### config.mk
export PLATFORM = sky130hd
export DESIGN_NAME = y_alu_pipe
export DESIGN_NICKNAME = d
export VERILOG_FILES = /design/src/rtl/y_alu_pipe.sv
export SDC_FILE = /design/constraint.sdc
export NUM_CORES = 1
export LEC_CHECK = 0
export CORE_ASPECT_RATIO = 1.5
export CORE_MARGIN = 8
export CORE_UTILIZATION = 40
export DETAILED_ROUTE_END_ITERATION = 7
export PLACE_DENSITY = 0.69
export SLEW_MARGIN = 20
export SYNTH_ARGS = -nofsm -noshare
export SYNTH_HDL_FRONTEND = slang
export SYNTH_SLANG_ARGS = --single-unit
### constraint.sdc
create_clock -name clk -period 4.7 [get_ports clk]
set_input_delay 0.705 -clock clk [delete_from_list [all_inputs] [get_ports clk]]
set_output_delay 0.705 -clock clk [all_outputs]
set_load 0.05 [all_outputs]
### src/rtl/y_alu_pipe.sv
// Two-stage valid/ready ALU pipeline: S1 captures operands, S2 holds the result and flags.
// Each stage advances independently, so a full pipe can pop and push in the same cycle.
module y_alu_pipe #(
  parameter int WIDTH = 32
) (
  input  logic             clk,
  input  logic             rst_n,
  input  logic             in_valid,
  output logic             in_ready,
  input  logic [WIDTH-1:0] a,
  input  logic [WIDTH-1:0] b,
  input  logic [2:0]       op,
  output logic             out_valid,
  input  logic             out_ready,
  output logic [WIDTH-1:0] z,
  output logic             zero,
  output logic             ex
);
  localparam int MSB = WIDTH - 1;

  typedef struct packed {
    logic [2:0]       op;
    logic [WIDTH-1:0] a;
    logic [WIDTH-1:0] b;
  } req_t;

  typedef struct packed {
    logic [WIDTH-1:0] z;
    logic             zero;
    logic             ex;
  } rsp_t;

  logic [2:1]       vld_pipe;
  req_t             s1;
  rsp_t             s2, res;
  logic             s2_load, push;
  logic [WIDTH-1:0] sum, diff;
  logic             add_ov, sub_ov;

  assign s2_load  = vld_pipe[1] & (~vld_pipe[2] | out_ready);
  assign in_ready = ~vld_pipe[1] | s2_load;
  assign push     = in_valid & in_ready;

  assign sum    = s1.a + s1.b;
  assign diff   = s1.a - s1.b;
  assign add_ov = (s1.a[MSB] == s1.b[MSB]) & (sum[MSB] != s1.a[MSB]);
  assign sub_ov = (s1.a[MSB] != s1.b[MSB]) & (diff[MSB] != s1.a[MSB]);

  always_comb begin
    res.z  = '0;
    res.ex = 1'b0;
    case (s1.op)
      3'b000: res.z = s1.a & s1.b;
      3'b001: res.z = s1.a | s1.b;
      3'b010: begin res.z = sum; res.ex = add_ov; end
      3'b011: res.z = {{(WIDTH-1){1'b0}}, (s1.a < s1.b)};
      3'b100: res.z = s1.a ^ s1.b;
      3'b101: res.z = ~(s1.a | s1.b);
      3'b110: begin res.z = diff; res.ex = sub_ov; end
      // signed compare stays correct when a-b overflows
      default: res.z = {{(WIDTH-1){1'b0}}, (diff[MSB] ^ sub_ov)};
    endcase
    res.zero = (res.z == '0);
  end

  always_ff @(posedge clk or negedge rst_n) begin
    if (!rst_n) begin
      vld_pipe <= '0;
      s1       <= '0;
      s2       <= '0;
    end else begin
      if (push) begin
        vld_pipe[1] <= 1'b1;
        s1          <= {op, a, b};
      end else if (s2_load) begin
        vld_pipe[1] <= 1'b0;
      end
      if (s2_load) begin
        vld_pipe[2] <= 1'b1;
        s2          <= res;
      end else if (out_ready) begin
        vld_pipe[2] <= 1'b0;
      end
    end
  end

  // outputs read zero whenever no result is being presented
  assign out_valid = vld_pipe[2];
  assign z         = out_valid ? s2.z : '0;
  assign zero      = out_valid & s2.zero;
  assign ex        = out_valid & s2.ex;
endmodule

==> results of run 1 <==
path summary, 6_finish.rpt:
| kind | end | cells past startpoint | slack, ns | startpoint |
|---|---|---|---|---|
| setup / recovery | s2[1] | 20 | 0.20 | s1[1] |
| setup reg to reg | s2[1] | 20 | 0.20 | s1[1] |
| hold / removal | s1[7] | 1 | 0.42 | rst_n |
| max in group asynchronous | s1[29] | 2 | 3.26 | rst_n |
| min in group clk | s2[23] | 2 | 0.47 | s2[23] |
| hold reg to reg | s2[23] | 2 | 0.47 | s2[23] |
through the flow:
stage / setup slack (ns) / power [mW] / std cells / area [µm²]
3_5_place_dp: 0.280 / 4.40 / 1579 / 11400
3_3_place_gp: 0.407 / 4.37 / 1579 / 11400
2_1_floorplan: 0.779 / 3.42 / 1186 / 9940
5_1_grt: 0.00178 / 5.49 / 1595 / 11700
6_report: 0.200 / 5.17 / 1595 / 11700
4_1_cts: 0.243 / 5.16 / 1595 / 11700
final cells by class:
class,instances,area (µm²)
clock buffer,10,229
clock inverter,6,52.6
fill,2365,12800
inverter,95,357
multi-input combinational,914,6690
sequential,103,2580
tap,324,405
timing repair buffer,143,1350
power groups by stage:
stage                     Combinational (mW)  Clock (mW)  Sequential, mW
after CTS                               3.14       0.762            1.26
after global routing                    3.41       0.789            1.29
after global placement                  3.10           0            1.26
final                                   3.17       0.741            1.26
after floorplan                         2.22           0            1.20
after detailed placement                3.13           0            1.28
layer usage:
metal,track usage,share of wire,vias to the layer above,routed length [µm]
li1,-,-,4383,-
met1,0.250,0.41,4488,12700
met2,0.348,0.49,348,15400
met3,0.0297,0.058,77,1800
met4,0.105,0.043,0,1330
met5,0,0,-,0
worst max-delay path, delay by kind of cell, from the launching register on:
kind | cells | cell delay [ns]
adders and majority gates | 2 | 0.64
and+or+nand+nor | 8 | 1.22
AOI/OAI and AO/OA | 9 | 1.96
DFF | 1 | 0.40
buffers and inverters | 1 | 0.18
layout by cell type, fill, tap and decap left out, types with 10 or more instances in the layout:
cell type	netlist	final
sky130_fd_sc_hd__a22oi_1	11	11
sky130_fd_sc_hd__mux2_2	81	81
sky130_fd_sc_hd__dfrtp_1	103	102
sky130_fd_sc_hd__nor3_1	23	23
sky130_fd_sc_hd__a31oi_1	10	10
sky130_fd_sc_hd__nand2b_1	11	11
sky130_fd_sc_hd__nor2b_1	14	14
sky130_fd_sc_hd__mux2i_1	26	26
sky130_fd_sc_hd__o21ai_0	72	72
sky130_fd_sc_hd__inv_1	92	92
sky130_fd_sc_hd__a21o_1	14	14
sky130_fd_sc_hd__o21bai_1	10	10
sky130_fd_sc_hd__nand3_1	15	15
sky130_fd_sc_hd__nor4_1	17	17
sky130_fd_sc_hd__nor2_1	85	85
sky130_fd_sc_hd__and2_1	40	40
sky130_fd_sc_hd__a211oi_1	14	14
sky130_fd_sc_hd__nand2_1	89	88
sky130_fd_sc_hd__o21a_1	12	12
sky130_fd_sc_hd__xnor2_1	38	38
sky130_fd_sc_hd__buf_4	4	37
sky130_fd_sc_hd__clkdlybuf4s50_1	0	105
sky130_fd_sc_hd__a21oi_1	78	78
sky130_fd_sc_hd__nand4_1	12	12
sky130_fd_sc_hd__ha_1	99	99
logic make-up after synthesis:
| group | Yosys count |
|---|---|
| flip-flops | 103 |
| adder cells (fa/ha/maj) | 102 |
| multiplexers | 107 |
| AO/OA/AOI/OAI | 322 |
| buffers and inverters | 169 |
| XOR/XNOR | 43 |
| AND/OR/NAND/NOR | 340 |
sequential cells by signal (all words and copies together) (netlist names):
register / flops
s1: 67
s2: 34
vld_pipe: 2
==> metrics list, run 1 <==
- Synth Area per Inst: 8.38 µm²
- Of all flip-flops after synthesis, the portion carrying an async set or reset was 1.00.
* Leading cell type by number of instances after synthesis: sky130_fd_sc_hd__dfrtp_1
- Die width: 145 µm
- In the final routed layout, each cell accounts on average for 19.6 µm.
- Ranked by instance count, the synthesized netlist is headed by sky130_fd_sc_hd__dfrtp_1 (103), sky130_fd_sc_hd__ha_1 (99), sky130_fd_sc_hd__inv_1 (92).
- WS Path Type: reg -> reg
- Hold_ws: 0.421 ns
* Logic pwr share: 0.614
- The worst setup path is captured at a flop.
- Site Rows: 70
* Number of pins with negative max-slew slack in the final report: 0
- The first global-routing pass estimated 49.2 mm of wire.
* H-tree depth: 3
- Iteration-0 DRC count of the detailed router: 711
- Once detail routing completed, the nets flagged for antenna violations numbered 0.
- The analysis attributes to net switching a power of 2.49 mW.
- Post-layout util: 0.477
- Port buffering added 106 buffers.
- Post-CTS repair changed the size of 0 cells.
- Critical-path maximum fanout: 4
* Total Routing Usage GR: 0.207
* Arithmetic-cell share of the synthesized area counting full adders, half adders and majority gates: 0.131
- By area the synthesized netlist is led by sky130_fd_sc_hd__dfrtp_1 (26%), sky130_fd_sc_hd__ha_1 (12%), sky130_fd_sc_hd__mux2_2 (9.2%).
* TritonCTS clock tree: done
* Tightest Pin Transition: 1.00 ns
- Detailed placement finished with a half-perimeter wire length of 24.3 mm.
- The tightest min-delay check is of the in -> async type.
- Data on the critical path arrives at its endpoint at 4.81 ns.
- After layout, the minimum clock period comes to 4.50 ns.
- The die covers 30200 µm².
- Antenna cell count: 0
- Clk_lat worst skew: 0.37 ns
- Across the VDD grid, the largest voltage drop is 0.256 mV.
- Synthesis instantiated 79 different standard cells from the library.
- TritonCTS sink count: 103
- Setup repair after global routing left no endpoint under its margin.
- Final setup violating endpoints: 0
- Via count normalized by instance count: 5.83
- After routing, the total negative slack on setup checks comes to 0 ns.
- Portion of synthesized cell area occupied by the leading cell type: 0.259
* Total congestion overflow after global routing: 0
- Critical Path RT: 5.01 ns
* Area fraction in compound gates after synthesis: 0.215
- Cell type of the slowest stage on the worst timing path: sky130_fd_sc_hd__dfrtp_1
- Hold repair after CTS inserted 0 buffers.
- Max-cap violations in this run came to 0.
* Fin. Hold Viols: 0
- Synthesis produced 1186 cells.
- Of the total synthesized cell area, the portion taken by XOR and XNOR cells is 0.0379.
- Internal power comes to 2.68 mW.
- STA classifies the critical path startpoint as a flop.
- Max frequency: 0.222 GHz
* TritonCTS Buffers: 9
- Power per cell area: 443 nW/µm²
* Total Nets Final: 1439
- In this run, synthesis inferred 0 flip-flops with an integrated enable.
- Reg clk slew, reported paths: 0.08 ns
- Chip height: 209 µm
* Setup skew after layout: 0.00882 ns
- Number of vias in the routed layout: 9296
* Net switching fraction of the power: 0.482
- The pre-antenna-repair detailed-routing pass consisted of 5 iterations.
* RePlAce Congestion: 0.971
* Outcome: completed
- Leakage power total: 5.10 nW
* Yosys top cell by area: sky130_fd_sc_hd__dfrtp_1
- Number of top-level pins: 107
* Number of storage elements in the synthesis netlist: 103
* Slew HR: 0.333
* Antenna violations before repair: 0
* Final period util: 0.957
- The initial utilization of the core area, before any placement, comes to 0.407.
* Count of synthesis-stage warnings from yosys: 0
- Via count of the first global-routing pass: 9154
* Wirelength, routed: 31.2 mm
- Post-synthesis share of cell area spent on and, or, nand and nor gates: 0.171
* Root buffer cell: sky130_fd_sc_hd__clkbuf_16
* Post-CTS setup buffer count: 0
- Proportion of power drawn by flip-flops and latches: 0.243
* Area growth from synthesis to layout: 17.4%
- After synthesis, the largest family of logic cells by area is compound AO/OA/AOI/OAI gates.
- The critical path goes through inv_1, ha_1, or2_2, a221oi_2, a21o_1, a31o_2, nand3b_1, a32oi_1, a221oi_1, nor2_1, nor2_1, nor2_1, nor2_1, fa_1, o32a_1, o41ai_1, and4bb_2, o2111ai_1, nor4_2, a41o_1.
- Entering global routing, the biggest net connects 69 pins.
- Fraction of final layout cells sized beyond drive strength 1: 0.120
- The cell area that synthesis handed to floorplanning was 9940 µm².
* Most used flip-flop cell after synthesis: sky130_fd_sc_hd__dfrtp_1
* Most common cell on crit path: sky130_fd_sc_hd__nor2_1
* Share of synthesized area occupied by flip-flops and latches: 0.259
* Final routed DRC violation total: 0
* Clock tree buffer depth: 2
- Placeable core region: 24400 µm²
- Post-synthesis mux area share: 0.118
- The share of total power dissipated in the clock network is 0.143.
- Synthesized Nets: 1359
- Delay of the slowest cell on the worst path: 0.40 ns
Note: power is estimated with default switching activity, not from simulation.
==> inputs of run 2 (changes only) <==
--- a/config.mk
+++ b/config.mk
@@ -10,7 +10,7 @@
 export CORE_UTILIZATION = 40
 export DETAILED_ROUTE_END_ITERATION = 7
 export PLACE_DENSITY = 0.69
-export SLEW_MARGIN = 20
+export SKIP_LAST_GASP = 1
 export SYNTH_ARGS = -nofsm -noshare
 export SYNTH_HDL_FRONTEND = slang
 export SYNTH_SLANG_ARGS = --single-unit
==> results of run 2 <==
Final layout, timing and power as in run 1 (identical DEF).
